==> src/rtl/div_pkg.sv <==
// div_pkg: shared state encoding and constants for the divide sequencer
package div_pkg;
    typedef enum logic [2:0] {
        IDLE  = 3'd0,
        ISSUE = 3'd1,
        WAIT  = 3'd2,
        DONE  = 3'd3,
        DRAIN = 3'd4
    } state_e;
    localparam logic [31:0] ZERO32 = 32'd0;
endpackage

==> src/rtl/div_if.sv <==
// div_if: EX-stage request/stall, divider IP beat/result and HI/LO write bundle
//   master: the div_ctrl side (drives stall, divider operands, HI/LO write)
//   slave : the pipeline + divider IP side
interface div_if;
    logic        ex_div_req;
    logic        ex_div_sign;
    logic [31:0] ex_dividend;
    logic [31:0] ex_divisor;
    logic        flush;
    logic        stall_req;
    logic        div_tvalid;
    logic [31:0] div_dividend;
    logic [31:0] div_divisor;
    logic [63:0] div_dout;
    logic        div_dout_valid;
    logic        hilo_we;
    logic [31:0] hi_o;
    logic [31:0] lo_o;
    modport master (
        input  ex_div_req, ex_div_sign, ex_dividend, ex_divisor, flush, div_dout, div_dout_valid,
        output stall_req, div_tvalid, div_dividend, div_divisor, hilo_we, hi_o, lo_o
    );
    modport slave (
        output ex_div_req, ex_div_sign, ex_dividend, ex_divisor, flush, div_dout, div_dout_valid,
        input  stall_req, div_tvalid, div_dividend, div_divisor, hilo_we, hi_o, lo_o
    );
endinterface

==> src/rtl/div_sign_fix.sv <==
// div_sign_fix: conditional two's-complement negation of a pair of 32-bit words
//   a_i/b_i in, neg_a_i/neg_b_i select negation, a_o/b_o out (modulo 2^32)
module div_sign_fix
    import div_pkg::*;
(
    input  logic [31:0] a_i,
    input  logic [31:0] b_i,
    input  logic        neg_a_i,
    input  logic        neg_b_i,
    output logic [31:0] a_o,
    output logic [31:0] b_o
);
    assign a_o = neg_a_i ? ZERO32 - a_i : a_i;
    assign b_o = neg_b_i ? ZERO32 - b_i : b_i;
endmodule

==> src/rtl/div_ctrl.sv <==
// div_ctrl: EX-stage sequencer owning the pipelined unsigned divider for DIV/DIVU
//   clk, resetn (async active-low), bus: div_if.master carrying EX request/stall,
//   divider beat (div_tvalid, magnitudes) and result, and the HI/LO write strobe
module div_ctrl
    import div_pkg::*;
(
    input logic   clk,
    input logic   resetn,
    div_if.master bus
);
    state_e      state_q, state_d;
    logic [31:0] dividend_q, dividend_d, divisor_q, divisor_d;
    logic [31:0] hi_q, hi_d, lo_q, lo_d;
    logic        negq_q, negq_d, negr_q, negr_d;
    logic [31:0] mag_a, mag_b, fix_quo, fix_rem;
    logic        sgn_a, sgn_b, accept;

    assign sgn_a  = bus.ex_div_sign & bus.ex_dividend[31];
    assign sgn_b  = bus.ex_div_sign & bus.ex_divisor[31];
    assign accept = bus.ex_div_req & !bus.flush;

    div_sign_fix u_op (
        .a_i(bus.ex_dividend), .b_i(bus.ex_divisor), .neg_a_i(sgn_a), .neg_b_i(sgn_b),
        .a_o(mag_a), .b_o(mag_b)
    );

    div_sign_fix u_res (
        .a_i(bus.div_dout[63:32]), .b_i(bus.div_dout[31:0]), .neg_a_i(negq_q), .neg_b_i(negr_q),
        .a_o(fix_quo), .b_o(fix_rem)
    );

    always_comb begin
        state_d    = state_q;
        dividend_d = dividend_q;
        divisor_d  = divisor_q;
        hi_d       = hi_q;
        lo_d       = lo_q;
        negq_d     = negq_q;
        negr_d     = negr_q;
        case (state_q)
            IDLE: if (accept) begin
                dividend_d = mag_a;
                divisor_d  = mag_b;
                negq_d     = sgn_a ^ sgn_b;
                negr_d     = sgn_a;
                // A zero operand never reaches the IP; the result is known to be 0/0
                if (bus.ex_dividend == ZERO32 || bus.ex_divisor == ZERO32) begin
                    hi_d    = ZERO32;
                    lo_d    = ZERO32;
                    state_d = DONE;
                end else begin
                    state_d = ISSUE;
                end
            end
            ISSUE: state_d = bus.flush ? IDLE : WAIT;
            WAIT: if (bus.div_dout_valid) begin
                state_d = bus.flush ? IDLE : DONE;
                hi_d    = bus.flush ? hi_q : fix_rem;
                lo_d    = bus.flush ? lo_q : fix_quo;
            end else if (bus.flush) begin
                state_d = DRAIN;
            end
            DONE:    state_d = IDLE;
            DRAIN:   state_d = bus.div_dout_valid ? IDLE : DRAIN;
            default: state_d = IDLE;
        endcase
    end

    always_ff @(posedge clk or negedge resetn) begin
        if (!resetn) begin
            state_q    <= IDLE;
            dividend_q <= ZERO32;
            divisor_q  <= ZERO32;
            hi_q       <= ZERO32;
            lo_q       <= ZERO32;
            negq_q     <= 1'b0;
            negr_q     <= 1'b0;
        end else begin
            state_q    <= state_d;
            dividend_q <= dividend_d;
            divisor_q  <= divisor_d;
            hi_q       <= hi_d;
            lo_q       <= lo_d;
            negq_q     <= negq_d;
            negr_q     <= negr_d;
        end
    end

    // resetn gates the stall so every output reads 0 while reset is held
    assign bus.stall_req    = resetn & ((state_q == IDLE && accept) || state_q == ISSUE ||
                                        state_q == WAIT || (state_q == DRAIN && bus.ex_div_req));
    assign bus.div_tvalid   = state_q == ISSUE && !bus.flush;
    assign bus.hilo_we      = state_q == DONE && !bus.flush;
    assign bus.div_dividend = dividend_q;
    assign bus.div_divisor  = divisor_q;
    assign bus.hi_o         = hi_q;
    assign bus.lo_o         = lo_q;
endmodule

==> src/flat_wrapper.sv <==
// flat-port wrapper written by rule: the top's interface ports become plain ports
module div_ctrl_flat import div_pkg::*;
  (clk, resetn, bus_ex_div_req, bus_ex_div_sign, bus_ex_dividend, bus_ex_divisor, bus_flush, bus_div_dout, bus_div_dout_valid, bus_stall_req, bus_div_tvalid, bus_div_dividend, bus_div_divisor, bus_hilo_we, bus_hi_o, bus_lo_o);
  div_if bus_i ();
  input logic clk;
  input logic resetn;
  input wire logic [$bits(bus_i.ex_div_req)-1:0] bus_ex_div_req;
  input wire logic [$bits(bus_i.ex_div_sign)-1:0] bus_ex_div_sign;
  input wire logic [$bits(bus_i.ex_dividend)-1:0] bus_ex_dividend;
  input wire logic [$bits(bus_i.ex_divisor)-1:0] bus_ex_divisor;
  input wire logic [$bits(bus_i.flush)-1:0] bus_flush;
  input wire logic [$bits(bus_i.div_dout)-1:0] bus_div_dout;
  input wire logic [$bits(bus_i.div_dout_valid)-1:0] bus_div_dout_valid;
  output wire logic [$bits(bus_i.stall_req)-1:0] bus_stall_req;
  output wire logic [$bits(bus_i.div_tvalid)-1:0] bus_div_tvalid;
  output wire logic [$bits(bus_i.div_dividend)-1:0] bus_div_dividend;
  output wire logic [$bits(bus_i.div_divisor)-1:0] bus_div_divisor;
  output wire logic [$bits(bus_i.hilo_we)-1:0] bus_hilo_we;
  output wire logic [$bits(bus_i.hi_o)-1:0] bus_hi_o;
  output wire logic [$bits(bus_i.lo_o)-1:0] bus_lo_o;
  assign bus_i.ex_div_req = bus_ex_div_req;
  assign bus_i.ex_div_sign = bus_ex_div_sign;
  assign bus_i.ex_dividend = bus_ex_dividend;
  assign bus_i.ex_divisor = bus_ex_divisor;
  assign bus_i.flush = bus_flush;
  assign bus_i.div_dout = bus_div_dout;
  assign bus_i.div_dout_valid = bus_div_dout_valid;
  assign bus_stall_req = bus_i.stall_req;
  assign bus_div_tvalid = bus_i.div_tvalid;
  assign bus_div_dividend = bus_i.div_dividend;
  assign bus_div_divisor = bus_i.div_divisor;
  assign bus_hilo_we = bus_i.hilo_we;
  assign bus_hi_o = bus_i.hi_o;
  assign bus_lo_o = bus_i.lo_o;
  div_ctrl u_core (.clk(clk), .resetn(resetn), .bus(bus_i));
endmodule
==> config.mk <==
export PLATFORM = sky130hd
export DESIGN_NAME = div_ctrl_flat
export DESIGN_NICKNAME = d
export VERILOG_FILES = /design/src/rtl/div_pkg.sv /design/src/rtl/div_if.sv /design/src/rtl/div_sign_fix.sv /design/src/rtl/div_ctrl.sv /design/src/flat_wrapper.sv
export SDC_FILE = /design/constraint.sdc
export NUM_CORES = 1
export LEC_CHECK = 0
export CORE_UTILIZATION = 35
export DETAILED_ROUTE_END_ITERATION = 12
export PLACE_DENSITY = 0.65
export SETUP_SLACK_MARGIN = 0.02
export SYNTH_ARGS = -nofsm -noshare
export SYNTH_HDL_FRONTEND = slang
export SYNTH_SLANG_ARGS = --single-unit
export TNS_END_PERCENT = 1
==> constraint.sdc <==
create_clock -name clk -period 2.3 [get_ports clk]
set_input_delay 0.575 -clock clk [delete_from_list [all_inputs] [get_ports clk]]
set_output_delay 0.575 -clock clk [all_outputs]
set_load 0.01 [all_outputs]
# After elaboration in Yosys (flattened, before gate mapping)
# Cells that the tools add are included.
# word_totals
word_cells,61
output_inout_bits,131
ff_bits,133
# op_classes
n_reduce_logical,16
n_eq_ne,9
n_bitwise,5
muxes,20
n_addsub,4
# op_table
operator,count
$mux W32,10
$pmux W32 S2,2
$sub A1 B32 Y32 const A,4
$logic_not A32 Y1,2
$mux W3,4
$pmux W3 S4,1
$eq A3 B2 Y1 const B,2
$mux W2,3
$reduce_and A5 Y1,1
$and A1 B1 Y1,4
$logic_and A1 B1 Y1,4
$logic_or A1 B1 Y1,4
$ne A2 B1 Y1 const B,2
$ne A2 B2 Y1 const B,2
$reduce_and A2 Y1,2
$eq A3 B1 Y1 const B,1
$eq A3 B3 Y1 const B,1
$logic_not A3 Y1,1
$ne A3 B3 Y1 const B,1
$reduce_bool A2 Y1,1
$logic_not A1 Y1,1
$xor A1 B1 Y1,1

# Depth between registers and ports, before layout
# depth
depth_word,7
ltp_mapped,9

# Cells and area by module
# A second synthesis with hierarchy kept.
# unflattened
cells_unflattened,801
hier_area_um2,8633.3
# modules_own_cells
module,seq_area_each_um2,cells_per_inst,n_inst,area_per_inst_um2
div_ctrl,3328.2,405,1,5835.6
div_sign_fix,0.0,198,2,1398.8

# Least setup slack after synthesis
# No wires, ideal clock.
# synth_path
kind,in2reg
start,input bus_ex_divisor[16]
end,"register u_core.lo_q[2], in the netlist u_core.bus.lo_o[2]"
path_slack_ns,-0.211
path_buffers,2
path_stages,7
setup_time_ns,0.121
t_arrival_ns,2.390
path_cell_list,or4_4 -> nor4_4 -> nand4_2 -> a21o_1 -> buf_6 -> buf_6 -> a22o_1
# synth_between
elab_chain_cells,4
# synth_lines
element,line_no,rtl
start: declaration,flat_wrapper.sv:10,input wire logic [$bits(bus_i.ex_divisor)-1:0] bus_ex_divisor;
$logic_not A32 Y1,div_ctrl.sv:47,if (bus.ex_dividend == ZERO32 || bus.ex_divisor == ZERO32) begin
$logic_or A1 B1 Y1,div_ctrl.sv:47,
$ne A2 B1 Y1 (no source line),--,
$reduce_and A5 Y1 (no source line),--,
end signal: assignment,div_ctrl.sv:83,lo_q <= lo_d;
end: declaration,div_ctrl.sv:13,"logic [31:0] hi_q, hi_d, lo_q, lo_d;"
# Every way passes these cells.
# A chain may end at the register's enable or synchronous reset.

# Worst setup path after layout
# layout_path
start,input bus_div_dout[38]
end,"register u_core.lo_q[22], in the netlist u_core.bus.lo_o[22]"
# layout_between
elab_chain_cells,5
# layout_lines
element,line_no,rtl
start: declaration,flat_wrapper.sv:12,input wire logic [$bits(bus_i.div_dout)-1:0] bus_div_dout;
$sub A1 B32 Y32,div_sign_fix.sv:13,assign a_o = neg_a_i ? ZERO32 - a_i : a_i;
$mux W32,div_sign_fix.sv:13,
$mux W32,div_ctrl.sv:59,lo_d = bus.flush ? lo_q : fix_quo;
$mux W32,div_ctrl.sv:56,WAIT: if (bus.div_dout_valid) begin
$pmux W32 S2,div_ctrl.sv:40,case (state_q)
# Every way passes these cells. The select of a mux whose other input is x is not followed.

==> run metrics <==
GPL Wtd Cong=0.822; Final Net Count=1403; switching share of power=30.8%; die area=0.0227 mm²; Max VDD drop=0.000487 V; starting density of the core=36.2%; syn_area_per_cell=9.49 µm²; Final Hold Viols=0; HP Class=in -> async; clock skew=0.00989 ns; area share of and/or/nand/nor cells after synthesis=15.8%; Max-slew headroom=50.1%; crit share post-route=103%; highest clock rate=0.423 GHz; Post-synth EDFFs=0; CP Launch Type=input pin; clk root buf=clkbuf_16; ys flop type=dfrtp_1; Worst Tran Pin Value=0.748 ns; violated checks=negative setup slack; hold-fix buffers at CTS=0; clock buffer depth=2; max_cap viols=0; # DRC=0; H-tree depth=4; pin count of the biggest net entering global routing=134; Antenna Nets Post-Route=0; Avg WL per Cell=17.1 µm; part of the Yosys area used for sequential elements=43.1%; FF-to-FF End=u_core.bus.hi_o[2]$_DFFE_PN0P_; switching power total=3200 µW; clk_lat worst skew=0.42 ns; Core Area=0.0214 mm²; vias in the first global route=7816; setup total negative slack=-0.478 ns; Syn-to-layout area delta=73.9%; worst endpoint required time=2.59 ns; # IOs=265; Reg2Reg Setup Slack=0.35 ns; Unique masters post-synth=52; part of the power in registers=33.7%; cell area after synthesis=0.00772 mm²; xor and xnor fraction of the mapped netlist area=13.2%; Post-Syn Instances=814; drt total wl=26.6 mm; pwr/cell area=775 mW/mm²; Post-Route Utilization=62.9%; CTS Sinks=133; Seq cells post-synth=133; leak pwr=0.00592 µW; ANT cells=0; mux share of post-synthesis cell area=1.04%; Final WS setup=-0.0660 ns; synthesis warning total=0; Clock transition at path regs=0.06 ns; ys async rst share=100%; DRT iter0 DRCs=371; vias per cell=5.21; ratio of cells with drive above 1 in the final layout=25.0%; compound-gate portion of the synthesized area=22.1%; # port buffers=264; minimum clock period=2.37 ns; Place WS=-0.731 ns; Worst Path Class, Setup=in -> reg; Setup crit start=bus_div_dout[38]; end of the critical path=u_core.bus.lo_o[22]$_DFFE_PN0P_; status=finished with violations; post-synthesis adder-cell area fraction=0.648%; Overall Power=10400 µW; Int Power=7210 µW; dpl hpwl=18.3 mm; initial antenna violation count=0; Slew Viols, Final=0; die span in y=151 µm; Comb pwr share=40.1%; Worst Setup End Kind=flip-flop; worst-path fanout max=4; FF-to-FF Start=u_core.state_q[0]$_DFFE_PN0P_; Setup-failing EPs final=33; global-route wire length before repair=38.7 mm; clock share of power=26.2%; main combinational cell family by area after synthesis=compound AO/OA/AOI/OAI gates; CTS buffer count=17; Rows=53; die width=151 µm; GRT overflow=0; TritonRoute pass-1 iters=5; vias=8077; hold slack=0.282 ns; Total GRT Usage=21.8%; Crit path arrival time=2.66 ns; CTS tree=yes; unrepaired setup endpoints after global routing=yes; FF-to-FF path depth=6; Mapped Nets=952
area by class of cell:
type | count | area, µm²
fill | 1773 | 7920
clock inverter | 10 | 134
timing repair buffer | 484 | 4580
multi-input combinational | 611 | 4540
tap | 275 | 344
inverter | 18 | 67.6
sequential | 133 | 3330
clock buffer | 20 | 437
through the flow:
stage,std cells,instance area (µm²)
after floorplan,814,7720
after global placement,1502,12100
after detailed placement,1502,12100
after CTS,1533,12800
after global routing,1551,13400
final,1551,13400
worst min path at each step:
stage | from | to | slack, ns | cells past startpoint
final | resetn | u_core.bus.hi_o[15]$_DFFE_PN0P_ | 0.28 | 2
after global routing | resetn | u_core.bus.hi_o[15]$_DFFE_PN0P_ | 0.33 | 2
after CTS | resetn | u_core.bus.hi_o[15]$_DFFE_PN0P_ | 0.32 | 2
after detailed placement | u_core.bus.div_dividend[31]$_DFFE_PN0P_ | u_core.bus.div_dividend[31]$_DFFE_PN0P_ | 0.46 | 2
after global placement | u_core.bus.div_dividend[23]$_DFFE_PN0P_ | u_core.bus.div_dividend[23]$_DFFE_PN0P_ | 0.46 | 2
after floorplan | resetn | u_core.bus.div_dividend[0]$_DFFE_PN0P_ | 0.28 | 0
flip-flops by register name, summed over array words and instances (netlist names):
name                     cells
u_core.negq_q                1
u_core.bus.div_dividend     32
u_core.state_q               3
u_core.bus.lo_o             32
u_core.bus.div_divisor      32
u_core.negr_q                1
u_core.bus.hi_o             32
placed cells by master (no fill, tap or decap), types with 10 or more instances in the layout:
cell,instances
o41ai_4,10
o2bb2ai_1,10
nor4_1,14
nor2_1,32
a21oi_1,15
nor3_1,21
inv_1,16
o31ai_1,16
a22o_1,51
buf_12,11
dfrtp_1,132
dlymetal6s2s_1,32
a31oi_1,26
clkdlybuf4s50_1,217
xor2_1,19
o21ai_0,79
buf_4,197
or3_1,10
clkbuf_16,21
nand2_1,89
xnor2_1,96
power by group through the flow:
stage          Combinational, µW  Clock [µW]  Sequential (µW)
4_1_cts                     4070        2780             3510
3_3_place_gp                3940           0             3540
2_1_floorplan               1290           0             3800
5_1_grt                     4510        2880             3600
3_5_place_dp                4000           0             3530
6_report                    4180        2730             3510
worst max-delay path, cell delays in order:
cell and delay [ns]:
clkdlybuf4s50_1 0.43, or3_4 0.40, or3_4 0.43, buf_12 0.15, buf_12 0.12, o31ai_4 0.24, xnor2_1 0.10, a22o_1 0.20
per-layer routing:
| metal | GRT usage, % | part of all wire [%] | routed length, µm |
|---|---|---|---|
| met4 | 4.85 | 1.5 | 393 |
| met5 | 0 | 0 | 0 |
| met3 | 6.27 | 8.2 | 2180 |
| met1 | 27.5 | 43 | 11400 |
| met2 | 36.6 | 47 | 12600 |
cells by family (layout without fill, tap and decap cells):
logic type,after synthesis,after routing
flip-flops,133,133
multiplexers,8,8
buffers and inverters,71,532
AO/OA/AOI/OAI,243,244
XOR/XNOR,116,116
AND/OR/NAND/NOR,239,239
adder cells (fa/ha/maj),4,4
what timing repair did:
| action | in CTS | in global routing |
|---|---|---|
| gates cloned | 0 | 9 |
| pin swaps | 24 | 35 |
| endpoints found under the setup margin | 67 | 70 |
| resized for setup | 47 | 93 |
| setup buffers | 1 | 9 |
| hold endpoints to repair | 0 | 0 |
Yosys cell counts, types with 10 or more instances:
library cell	number	area [µm²]
dfrtp_1	133	3330
xnor2_1	97	850
nand2_1	89	334
o21ai_0	82	410
a22o_1	51	447
clkbuf_1	41	154
nor2_1	34	128
a31oi_1	26	163
o31ai_1	26	195
nor3_1	24	120
nor4_1	19	119
xor2_1	19	166
inv_1	18	67.6
o41ai_1	16	140
a21oi_1	15	75.1
or3_1	14	87.6
nand3_1	11	55.1
o2bb2ai_1	10	87.6
or4_1	10	75.1
Power figures use the tool's default switching activity.
